## src/rtl/rst_gen_pkg.sv

```systemverilog
// rtl/rst_gen_pkg.sv - shared types and width helpers for the board reset generator
package rst_gen_pkg;

    // Reset sequencer states: pulse reset, wait for PLL lock, running, latched fault
    typedef enum logic [1:0] {
        HOLD  = 2'd0,
        WAIT  = 2'd1,
        RUN   = 2'd2,
        FAULT = 2'd3
    } state_t;

    // Depth of the two-flop synchronisers on asynchronous inputs
    localparam int SYNC_STAGES = 2;

    // Bits needed by a counter that runs 0..n-1; never narrower than one bit
    function automatic int cnt_w(input int n);
        return (n < 2) ? 1 : $clog2(n);
    endfunction

    // Bits needed by a counter that runs 0..n inclusive
    function automatic int sat_w(input int n);
        return (n < 1) ? 1 : $clog2(n + 1);
    endfunction

endpackage

```

## src/rtl/rst_gen_key_debounce.sv

```systemverilog
// rtl/rst_gen_key_debounce.sv - key synchroniser, stability debouncer and press pulse
module key_debounce
    import rst_gen_pkg::*;
#(
    parameter int DEBOUNCE_CYCLES = 16
) (
    input  logic i_clk,
    input  logic i_rst,
    input  logic i_key_n,
    output logic o_key_press
);

    localparam int DB_W = cnt_w(DEBOUNCE_CYCLES);

    logic            r_key_meta;
    logic            r_key_s;
    logic            r_level;
    logic [DB_W-1:0] r_cnt;
    logic            r_press;

    // Two-flop synchroniser; presets to released so reset does not fake a press
    always_ff @(posedge i_clk or posedge i_rst) begin
        if (i_rst) begin
            r_key_meta <= 1'b1;
            r_key_s    <= 1'b1;
        end else begin
            r_key_meta <= i_key_n;
            r_key_s    <= r_key_meta;
        end
    end

    // Accept a new level only after it has differed from the current one for
    // DEBOUNCE_CYCLES consecutive cycles; any return to the old level restarts
    always_ff @(posedge i_clk or posedge i_rst) begin
        if (i_rst) begin
            r_level <= 1'b1;
            r_cnt   <= '0;
            r_press <= 1'b0;
        end else begin
            r_press <= 1'b0;
            if (r_key_s != r_level) begin
                if (r_cnt == DB_W'(DEBOUNCE_CYCLES - 1)) begin
                    r_level <= r_key_s;
                    r_cnt   <= '0;
                    r_press <= ~r_key_s;
                end else begin
                    r_cnt <= r_cnt + DB_W'(1);
                end
            end else begin
                r_cnt <= '0;
            end
        end
    end

    assign o_key_press = r_press;

endmodule

```

## src/rtl/rst_gen.sv

```systemverilog
// rtl/rst_gen.sv - board reset source with key debounce, PLL lock supervision and retry limit
module rst_gen
    import rst_gen_pkg::*;
#(
    parameter int HOLD_CYCLES     = 1024,
    parameter int LOCK_TIMEOUT    = 65536,
    parameter int DEBOUNCE_CYCLES = 16,
    parameter int MAX_RETRY       = 3
) (
    input  logic                           clk_i,
    input  logic                           rst_i,
    input  logic                           key_n_i,
    input  logic                           pll_lock_i,
    output logic                           rst_n_o,
    output logic                           sys_ready_o,
    output logic                           fault_o,
    output logic [$clog2(MAX_RETRY+1)-1:0] retry_cnt_o
);

    localparam int CNT_MAX = (HOLD_CYCLES > LOCK_TIMEOUT) ? HOLD_CYCLES : LOCK_TIMEOUT;
    localparam int CNT_W   = cnt_w(CNT_MAX);
    localparam int RTY_W   = $clog2(MAX_RETRY + 1);

    logic              r_lock_meta;
    logic              r_lock_s;
    logic              w_key_press;

    state_t            r_state;
    logic [CNT_W-1:0]  r_cnt;
    logic [RTY_W-1:0]  r_retry;
    logic              r_rst_n;
    logic              r_ready;
    logic              r_fault;

    state_t            w_next_state;
    logic [RTY_W-1:0]  w_next_retry;
    logic              w_fail;

    key_debounce #(
        .DEBOUNCE_CYCLES (DEBOUNCE_CYCLES)
    ) u_key_debounce (
        .i_clk       (clk_i),
        .i_rst       (rst_i),
        .i_key_n     (key_n_i),
        .o_key_press (w_key_press)
    );

    // Bring the PLL lock into the board clock domain; unlocked while in reset
    always_ff @(posedge clk_i or posedge rst_i) begin
        if (rst_i) begin
            r_lock_meta <= 1'b0;
            r_lock_s    <= 1'b0;
        end else begin
            r_lock_meta <= pll_lock_i;
            r_lock_s    <= r_lock_meta;
        end
    end

    // Next-state decision; a key press overrides every other event this cycle
    always_comb begin
        w_next_state = r_state;
        w_next_retry = r_retry;
        w_fail       = 1'b0;
        if (w_key_press) begin
            w_next_state = HOLD;
            w_next_retry = '0;
        end else begin
            case (r_state)
                HOLD: begin
                    if (r_cnt == CNT_W'(HOLD_CYCLES - 1)) begin
                        w_next_state = WAIT;
                    end
                end
                WAIT: begin
                    // Lock seen on the timeout cycle still counts as success
                    if (r_lock_s) begin
                        w_next_state = RUN;
                    end else if (r_cnt == CNT_W'(LOCK_TIMEOUT - 1)) begin
                        w_fail = 1'b1;
                    end
                end
                RUN: begin
                    if (!r_lock_s) begin
                        w_fail = 1'b1;
                    end
                end
                FAULT: begin
                    w_next_state = FAULT;
                end
                default: begin
                    w_next_state = HOLD;
                end
            endcase

            if (w_fail) begin
                if (r_retry == RTY_W'(MAX_RETRY - 1)) begin
                    w_next_state = FAULT;
                    w_next_retry = RTY_W'(MAX_RETRY);
                end else begin
                    w_next_state = HOLD;
                    w_next_retry = r_retry + RTY_W'(1);
                end
            end
        end
    end

    // State, shared HOLD/WAIT timer and outputs registered from the next state
    always_ff @(posedge clk_i or posedge rst_i) begin
        if (rst_i) begin
            r_state <= HOLD;
            r_cnt   <= '0;
            r_retry <= '0;
            r_rst_n <= 1'b0;
            r_ready <= 1'b0;
            r_fault <= 1'b0;
        end else begin
            r_state <= w_next_state;
            r_retry <= w_next_retry;
            // A key press in HOLD re-enters HOLD, so it must restart the timer too
            if (w_key_press || (w_next_state != r_state)) begin
                r_cnt <= '0;
            end else if ((r_state == HOLD) || (r_state == WAIT)) begin
                r_cnt <= r_cnt + CNT_W'(1);
            end
            // Reset is released in WAIT because the PLL can only lock out of reset
            r_rst_n <= (w_next_state == WAIT) || (w_next_state == RUN);
            r_ready <= (w_next_state == RUN);
            r_fault <= (w_next_state == FAULT);
        end
    end

    assign rst_n_o     = r_rst_n;
    assign sys_ready_o = r_ready;
    assign fault_o     = r_fault;
    assign retry_cnt_o = r_retry;

endmodule

```

## config.mk

```make
export PLATFORM = sky130hd
export DESIGN_NAME = rst_gen
export DESIGN_NICKNAME = d
export VERILOG_FILES = /design/src/rtl/rst_gen_pkg.sv /design/src/rtl/rst_gen_key_debounce.sv /design/src/rtl/rst_gen.sv
export SDC_FILE = /design/constraint.sdc
export NUM_CORES = 1
export LEC_CHECK = 0
export CORE_UTILIZATION = 65
export DETAILED_ROUTE_END_ITERATION = 16
export DONT_BUFFER_PORTS = 1
export GPL_ROUTABILITY_DRIVEN = 0
export PLACE_DENSITY = 0.81
export SLEW_MARGIN = 10
export SYNTH_ARGS = -nofsm -noshare
export SYNTH_HDL_FRONTEND = slang
export SYNTH_SLANG_ARGS = --single-unit
```

## constraint.sdc

```tcl
create_clock -name clk_i -period 3.69 [get_ports clk_i]
set_clock_uncertainty 0.1 [all_clocks]
set_input_delay 0.738 -clock clk_i [delete_from_list [all_inputs] [get_ports clk_i]]
set_output_delay 0.738 -clock clk_i [all_outputs]
set_load 0.02 [all_outputs]
```

==> results of run 1 <==
cells in the final DEF, fill, tap and decap left out, types with 3 or more instances in the layout:
master	n
sky130_fd_sc_hd__dfrtp_1	30
sky130_fd_sc_hd__nand4_1	3
sky130_fd_sc_hd__o21ai_0	3
sky130_fd_sc_hd__ha_1	9
sky130_fd_sc_hd__clkbuf_4	5
sky130_fd_sc_hd__nand4b_1	3
sky130_fd_sc_hd__xor2_1	7
sky130_fd_sc_hd__xnor2_1	10
sky130_fd_sc_hd__inv_1	9
sky130_fd_sc_hd__nor4_1	7
sky130_fd_sc_hd__nand3_1	8
sky130_fd_sc_hd__nor4_2	9
sky130_fd_sc_hd__dfstp_2	3
sky130_fd_sc_hd__nand2_1	4
sky130_fd_sc_hd__nor2_1	13
routing by layer:
layer	track usage	vias to the layer above	routed length, µm
met2	0.421	23	1500
met1	0.274	579	1340
met3	0.0778	4	106
met4	0.132	0	44
met5	0	-	0
li1	-	558	-
stage by stage:
| stage | std cells | power (µW) | instance area [µm²] |
|---|---|---|---|
| floorplan | 153 | 388 | 1780 |
| global placement | 180 | 392 | 1800 |
| detailed placement | 180 | 393 | 1800 |
| CTS | 188 | 674 | 1880 |
| global route | 188 | 693 | 1880 |
| finish | 188 | 668 | 1880 |
kinds of logic after synthesis:
kind of cell / after synthesis / synth area share
AO/OA/AOI/OAI: 15 / 0.0794
XOR/XNOR: 19 / 0.102
adder cells (fa/ha/maj): 9 / 0.0632
buffers and inverters: 13 / 0.0358
flip-flops: 33 / 0.466
multiplexers: 2 / 0.0119
AND/OR/NAND/NOR: 62 / 0.242
path summary, 6_finish.rpt:
path	slack, ps	to
setup / recovery	580	r_cnt[13]
hold / removal	270	u_key_debounce.r_key_s
setup reg to reg	580	r_cnt[13]
hold reg to reg	270	u_key_debounce.r_key_s
max in group asynchronous	2390	u_key_debounce.r_key_meta
min in group asynchronous	370	u_key_debounce.r_cnt[0]
critical path: stages (launching register included):
cell                       delay (ps)
sky130_fd_sc_hd__dfrtp_1          490
sky130_fd_sc_hd__inv_1            130
sky130_fd_sc_hd__ha_1             320
sky130_fd_sc_hd__nand4b_1         100
sky130_fd_sc_hd__or3_4            350
sky130_fd_sc_hd__o21ai_2          320
sky130_fd_sc_hd__o211ai_4         150
sky130_fd_sc_hd__xnor2_2          840
sky130_fd_sc_hd__nor4_1           140
where the power goes:
part / total [µW] / switching (µW) / internal [µW]
Combinational: 13.9 / 9.44 / 4.47
Clock: 282 / 121 / 161
Sequential: 371 / 4.13 / 367
Total: 668 / 135 / 533
state kept, by name (all words and copies together) (netlist names), 2 cells and up:
name                  count
r_state                   2
r_cnt                    16
retry_cnt_o               2
u_key_debounce.r_cnt      4
layout make-up:
| class | instances | area [µm²] |
|---|---|---|
| Sequential cell | 33 | 830 |
| Inverter | 9 | 33.8 |
| Clock buffer | 6 | 51.3 |
| Clock inverter | 2 | 37.5 |
| Fill cell | 175 | 638 |
| Multi-Input combinational cell | 107 | 887 |
| Tap cell | 30 | 37.5 |
| Timing Repair Buffer | 1 | 7.51 |
==> out/metrics.csv, run 1 <==
metric;value;unit
outcome;complete, no violations;
drt_first_pass_iters;4;
cts_tree;done;
final.setup.tns;0;ps
synth_area;1780;µm²
post_cts.repair.setup_buffers;0;
netlist-cell-type-count;41;
largest_fanout_on_the_critical_path;16;
viasPerCell;6.19;
first_pass_grt_wire_length;4920;µm
insertedDiodeCount;0;
yosysTopAreaCell;sky130_fd_sc_hd__dfrtp_1;
die-area;2950;µm²
route.detailed.drc;0;
critical_path_required;3760;ps
grt.total_usage;0.247;
timing_max_transition_violations_final;0;
ant_nets;0;
yosysWarnings;0;
worst_slew_pin_slew;1090;ps
grt_antenna_before_repair;0;
whs_path_depth;0;
hold_violations;0;
synth.avg_cell_area;11.6;µm²
ys_seq_area_frac;0.466;
hold_buffers;0;
cts_made_buffers;5;
hold_start;u_key_debounce.r_key_meta;
rows;18;
grt_remaining_overflow;0;
die_h;54.3;µm
ys_dominant_reg_cell;sky130_fd_sc_hd__dfrtp_1;
drt_iter0_drc;32;
grt_start_max_net_pins;25;
post_cts_resized;0;
fraction_of_layout_instances_using_a_drive_strength_above_1;0.203;
critPathKind;reg2reg;
numPortBuffers;0;
die_w;54.3;µm
first_global_vias;1123;
place_worst_setup_slack;606;ps
drv_cap;0;
clkTransAtPathRegs;100;ps
hold_ws;266;ps
clk-insertion-delay-late;330;ps
setup.worst_path.end_class;flop;
max-slew-margin-rel;0.271;
cts_max_level;2;
synth.net_count;166;
detailed_place_hpwl;2140;µm
rsz0062_at_grt;no;
irDropWorstVdd;0.407;mV
placeableCoreArea;2520;µm²
period_needed;3110;ps
yosysMostFrequentCell;sky130_fd_sc_hd__dfrtp_1;
num_io_pins;9;
finalSetupViolCount;0;
p_leak;0.000808;µW
synthTopCellsByCount;30 x sky130_fd_sc_hd__dfrtp_1, 13 x sky130_fd_sc_hd__nor2_1, 10 x sky130_fd_sc_hd__xnor2_1;
utilization;0.747;
ctsRootBufferMaster;sky130_fd_sc_hd__clkbuf_4;
syn-instance-count;153;
worst_setup_path_start_kind;flop;
share_of_async_settable_or_async_resettable_flops_after_synthesis;1.00;
min_path_type;reg2reg;
final_nets;170;
routed_wirelength;2990;µm
cts.path.max_buffers;2;
power.density;354;nW/µm²
length_in_cells_of_the_worst_reg_to_reg_path;8;
ys_seq_elements;33;
cp-startpoint;r_state[1];
clock.fmax;321;MHz
proportion_of_netlist_area_held_by_the_largest_area_contributor;0.422;
crit-reg2reg-launch;r_state[1];
finalCritPeriodShare;0.844;
crit_arrival;3180;ps
area_delta_synth_final;5.83;%
cts_num_sinks;33;
route.vias.total;1164;
initial_core_util;0.706;
fin_ws;575;ps
route.detailed.wl_per_inst;15.9;µm
edff_count_synth;0;
synth.top_cells.by_area;sky130_fd_sc_hd__dfrtp_1 42%, sky130_fd_sc_hd__ha_1 6.3%, sky130_fd_sc_hd__nor4_2 6.3%;
(Power assumes the default switching activity.)
==> run 2, diff against run 1 <==
--- a/config.mk
+++ b/config.mk
@@ -5,11 +5,12 @@
 export SDC_FILE = /design/constraint.sdc
 export NUM_CORES = 1
 export LEC_CHECK = 0
-export CORE_UTILIZATION = 65
+export ABC_AREA = 1
+export CORE_UTILIZATION = 62
 export DETAILED_ROUTE_END_ITERATION = 16
 export DONT_BUFFER_PORTS = 1
 export GPL_ROUTABILITY_DRIVEN = 0
-export PLACE_DENSITY = 0.81
+export PLACE_DENSITY = 0.78
 export SLEW_MARGIN = 10
 export SYNTH_ARGS = -nofsm -noshare
 export SYNTH_HDL_FRONTEND = slang
==> constraint.sdc (replaced) <==
create_clock -name clk_i -period 3.1 [get_ports clk_i]
set_clock_uncertainty 0.1 [all_clocks]
set_input_delay 0.62 -clock clk_i [delete_from_list [all_inputs] [get_ports clk_i]]
set_output_delay 0.62 -clock clk_i [all_outputs]
set_load 0.02 [all_outputs]
==> out/metrics.csv, run 2 <==
metric;value;unit;change
numPortBuffers;0;;unchanged
detailed_place_hpwl;2290;µm;+6.8%
power.density;436;nW/µm²;+23%
outcome;complete, no violations;;
grt_antenna_before_repair;0;;unchanged
syn-instance-count;188;;+23%
die-area;3170;µm²;+7.4%
p_leak;0.000871;µW;+7.8%
finalCritPeriodShare;0.728;;-0.116
critical_path_required;3250;ps;-510 ps
cts.path.max_buffers;2;;unchanged
die_w;56.3;µm;+3.6%
final_layout_fill_cell_count;218;;+25%
rsz0062_at_grt;no;;
ctsRootBufferMaster;sky130_fd_sc_hd__clkbuf_4;;
worstPathBufferInverterCount;2;;+1
final_common_cell;sky130_fd_sc_hd__dfrtp_1;;
ys_seq_elements;33;;unchanged
insertedDiodeCount;0;;unchanged
synth_area;1830;µm²;+2.7%
route.vias.total;1273;;+9.4%
area_delta_synth_final;6.16;%;
timing_max_transition_violations_final;0;;unchanged
critical-path-max-stage-delay;460;ps;-380 ps
timing.critical_path.cells;inv_1, ha_1, inv_1, or2_2, a31oi_1, a21oi_1, nand2_4, nand2_4, nand2_4, nand2_4, nor3_1;;
synth.top_cells.by_area;sky130_fd_sc_hd__dfrtp_1 41%, sky130_fd_sc_hd__ha_1 6.2%, sky130_fd_sc_hd__nor3_2 5.5%;;
placeableCoreArea;2780;µm²;+10%
hold_buffers;0;;unchanged
drv_cap;0;;unchanged
post_cts_resized;0;;unchanged
clock.fmax;443;MHz;+38%
routed_wirelength;3180;µm;+6.6%
most-common-layout-cells;30 x sky130_fd_sc_hd__dfrtp_1, 23 x sky130_fd_sc_hd__inv_1, 23 x sky130_fd_sc_hd__nand2_1;;
finalSetupViolCount;0;;unchanged
cts_made_buffers;5;;unchanged
fraction_of_layout_instances_using_a_drive_strength_above_1;0.231;;+0.0282
hold_ws;127;ps;-139 ps
yosysTopAreaCell;sky130_fd_sc_hd__dfrtp_1;;
fin_ws;844;ps;+269 ps
crit_arrival;2410;ps;-770 ps
ys_seq_area_frac;0.453;;-0.0124
hold_violations;0;;unchanged
route.detailed.wl_per_inst;14.1;µm;-11%
synthTopCellsByCount;30 x sky130_fd_sc_hd__dfrtp_1, 23 x sky130_fd_sc_hd__inv_1, 23 x sky130_fd_sc_hd__nand2_1;;
largest_fanout_on_the_critical_path;16;;unchanged
route.detailed.drc;0;;unchanged
flip_flop_and_latch_area;830;µm²;unchanged
reg2reg_setup_slack;840;ps;+270 ps
place_worst_setup_slack;875;ps;+269 ps
post_cts.repair.setup_buffers;0;;unchanged
critPathKind;reg2reg;;
ys_dominant_reg_cell;sky130_fd_sc_hd__dfrtp_1;;
grt_start_max_net_pins;34;;+36%
initial_core_util;0.658;;-0.0482
largest-register;r_cnt;;
viasPerCell;5.63;;-9.0%
cts_tree;done;;
synth.net_count;201;;+21%
max-slew-margin-rel;0.731;;+0.460
first_global_vias;1271;;+13%
grt_remaining_overflow;0;;unchanged
proportion_of_netlist_area_held_by_the_largest_area_contributor;0.410;;-0.0112
yosysWarnings;0;;unchanged
crit-reg2reg-launch;r_state[1];;
edff_count_synth;0;;unchanged
synth.avg_cell_area;9.73;µm²;-16%
setup.worst_path.end_class;flop;;
cpMostUsedCell;sky130_fd_sc_hd__nand2_4;;
netlist-cell-type-count;31;;-24%
cts_num_sinks;33;;unchanged
cts_max_level;2;;unchanged
min_path_type;in2async;;
largest_register_ffs;16;;unchanged
irDropWorstVdd;0.455;mV;+12%
ant_nets;0;;unchanged
clkTransAtPathRegs;120;ps;+20 ps
critical-path-top-delay-family;simple AND/OR/NAND/NOR gates;;
drt_iter0_drc;40;;+25%
final_nets;207;;+22%
worst_slew_pin_slew;403;ps;-685 ps
grt.total_usage;0.237;;-0.0109
share_of_async_settable_or_async_resettable_flops_after_synthesis;1.00;;unchanged
length_in_cells_of_the_worst_reg_to_reg_path;11;;+3
worst_setup_path_start_kind;flop;;
first_pass_grt_wire_length;5620;µm;+14%
largest_registers;r_cnt (16), u_key_debounce.r_cnt (4);;
rows;19;;+1
final.setup.tns;0;ps;unchanged
rr_endpoint;r_cnt[0];;
cpMaxStageDelayCell;sky130_fd_sc_hd__dfrtp_1;;
die_h;56.3;µm;+3.6%
drt_first_pass_iters;4;;unchanged
yosysMostFrequentCell;sky130_fd_sc_hd__dfrtp_1;;
area_of_the_multi_input_gates;883;µm²;-0.42%
num_io_pins;9;;unchanged
clk-insertion-delay-late;340;ps;about the same
period_needed;2260;ps;-859 ps
[run 2: changes by cell type in the layout (fill, tap and decap cells not counted), sizes merged, moves of 3 or more]
cell / change
nand4b: -3
nor2: +7
nand2: +29
o21ai: -3
nor4: -17
nor3: +18
xor2: +3
inv: +16
xnor2: -7
a21oi: +5
[run 2: worst max path at each step]
stage | from | to | cells past startpoint
2_1_floorplan | r_state[1] | r_cnt[11] | 12
3_3_place_gp | r_state[1] | r_cnt[1] | 12
3_5_place_dp | r_state[1] | r_cnt[15] | 11
4_1_cts | r_state[1] | r_cnt[15] | 11
5_1_grt | r_state[0] | r_cnt[15] | 9
6_report | r_state[1] | r_cnt[0] | 11
[run 2: worst register-to-register path, cell delays in order (launching register included)]
cell	delay (ps)
sky130_fd_sc_hd__dfrtp_1	460
sky130_fd_sc_hd__inv_1	140
sky130_fd_sc_hd__ha_1	210
sky130_fd_sc_hd__inv_1	90
sky130_fd_sc_hd__or2_2	280
sky130_fd_sc_hd__a31oi_1	190
sky130_fd_sc_hd__a21oi_1	110
sky130_fd_sc_hd__nand2_4	100
sky130_fd_sc_hd__nand2_4	60
sky130_fd_sc_hd__nand2_4	60
sky130_fd_sc_hd__nand2_4	140
sky130_fd_sc_hd__nor3_1	220
[run 2: metal layers]
layer  part of all wire  wire length, µm  global-route usage
met5                  0                0                   0
met3              0.034              109              0.0691
met4              0.025               81               0.105
met2               0.51             1610               0.386
met1               0.43             1380               0.292
[run 2: area by class of cell]
type,instances,share of cell area
multi-input cells,128,0.455
flip-flops and latches,33,0.427
inverters,25,0.0483
clock buffers,6,0.0264
well taps,31,0.0200
clock inverters,2,0.0193
repair buffers,1,0.00387
[run 2: logic make-up (layout without fill, tap and decap cells)]
group,count (synthesis),count (layout),synth area share
simple gates,89,89,0.292
mux,1,1,0.00547
xor+xnor,15,15,0.0718
fa+ha+maj,9,9,0.0616
flops,33,33,0.453
compound gates,14,14,0.0520
buf+inv,27,34,0.0636
[run 2: report_power, final]
part | internal [µW] | switching, µW
combinational | 16.2 | 22.8
sequential | 445 | 14.5
clock | 192 | 156
total | 653 | 193
[run 2: through the flow]
| stage | util | power [µW] | instances | instance area, µm² |
|---|---|---|---|---|
| finish | 0.698 | 846 | 226 | 1940 |
| global route | 0.698 | 878 | 226 | 1940 |
| CTS | 0.698 | 855 | 226 | 1940 |
| detailed placement | 0.666 | 507 | 218 | 1850 |
| global placement | 0.666 | 505 | 218 | 1850 |
| floorplan | - | 498 | 188 | 1830 |
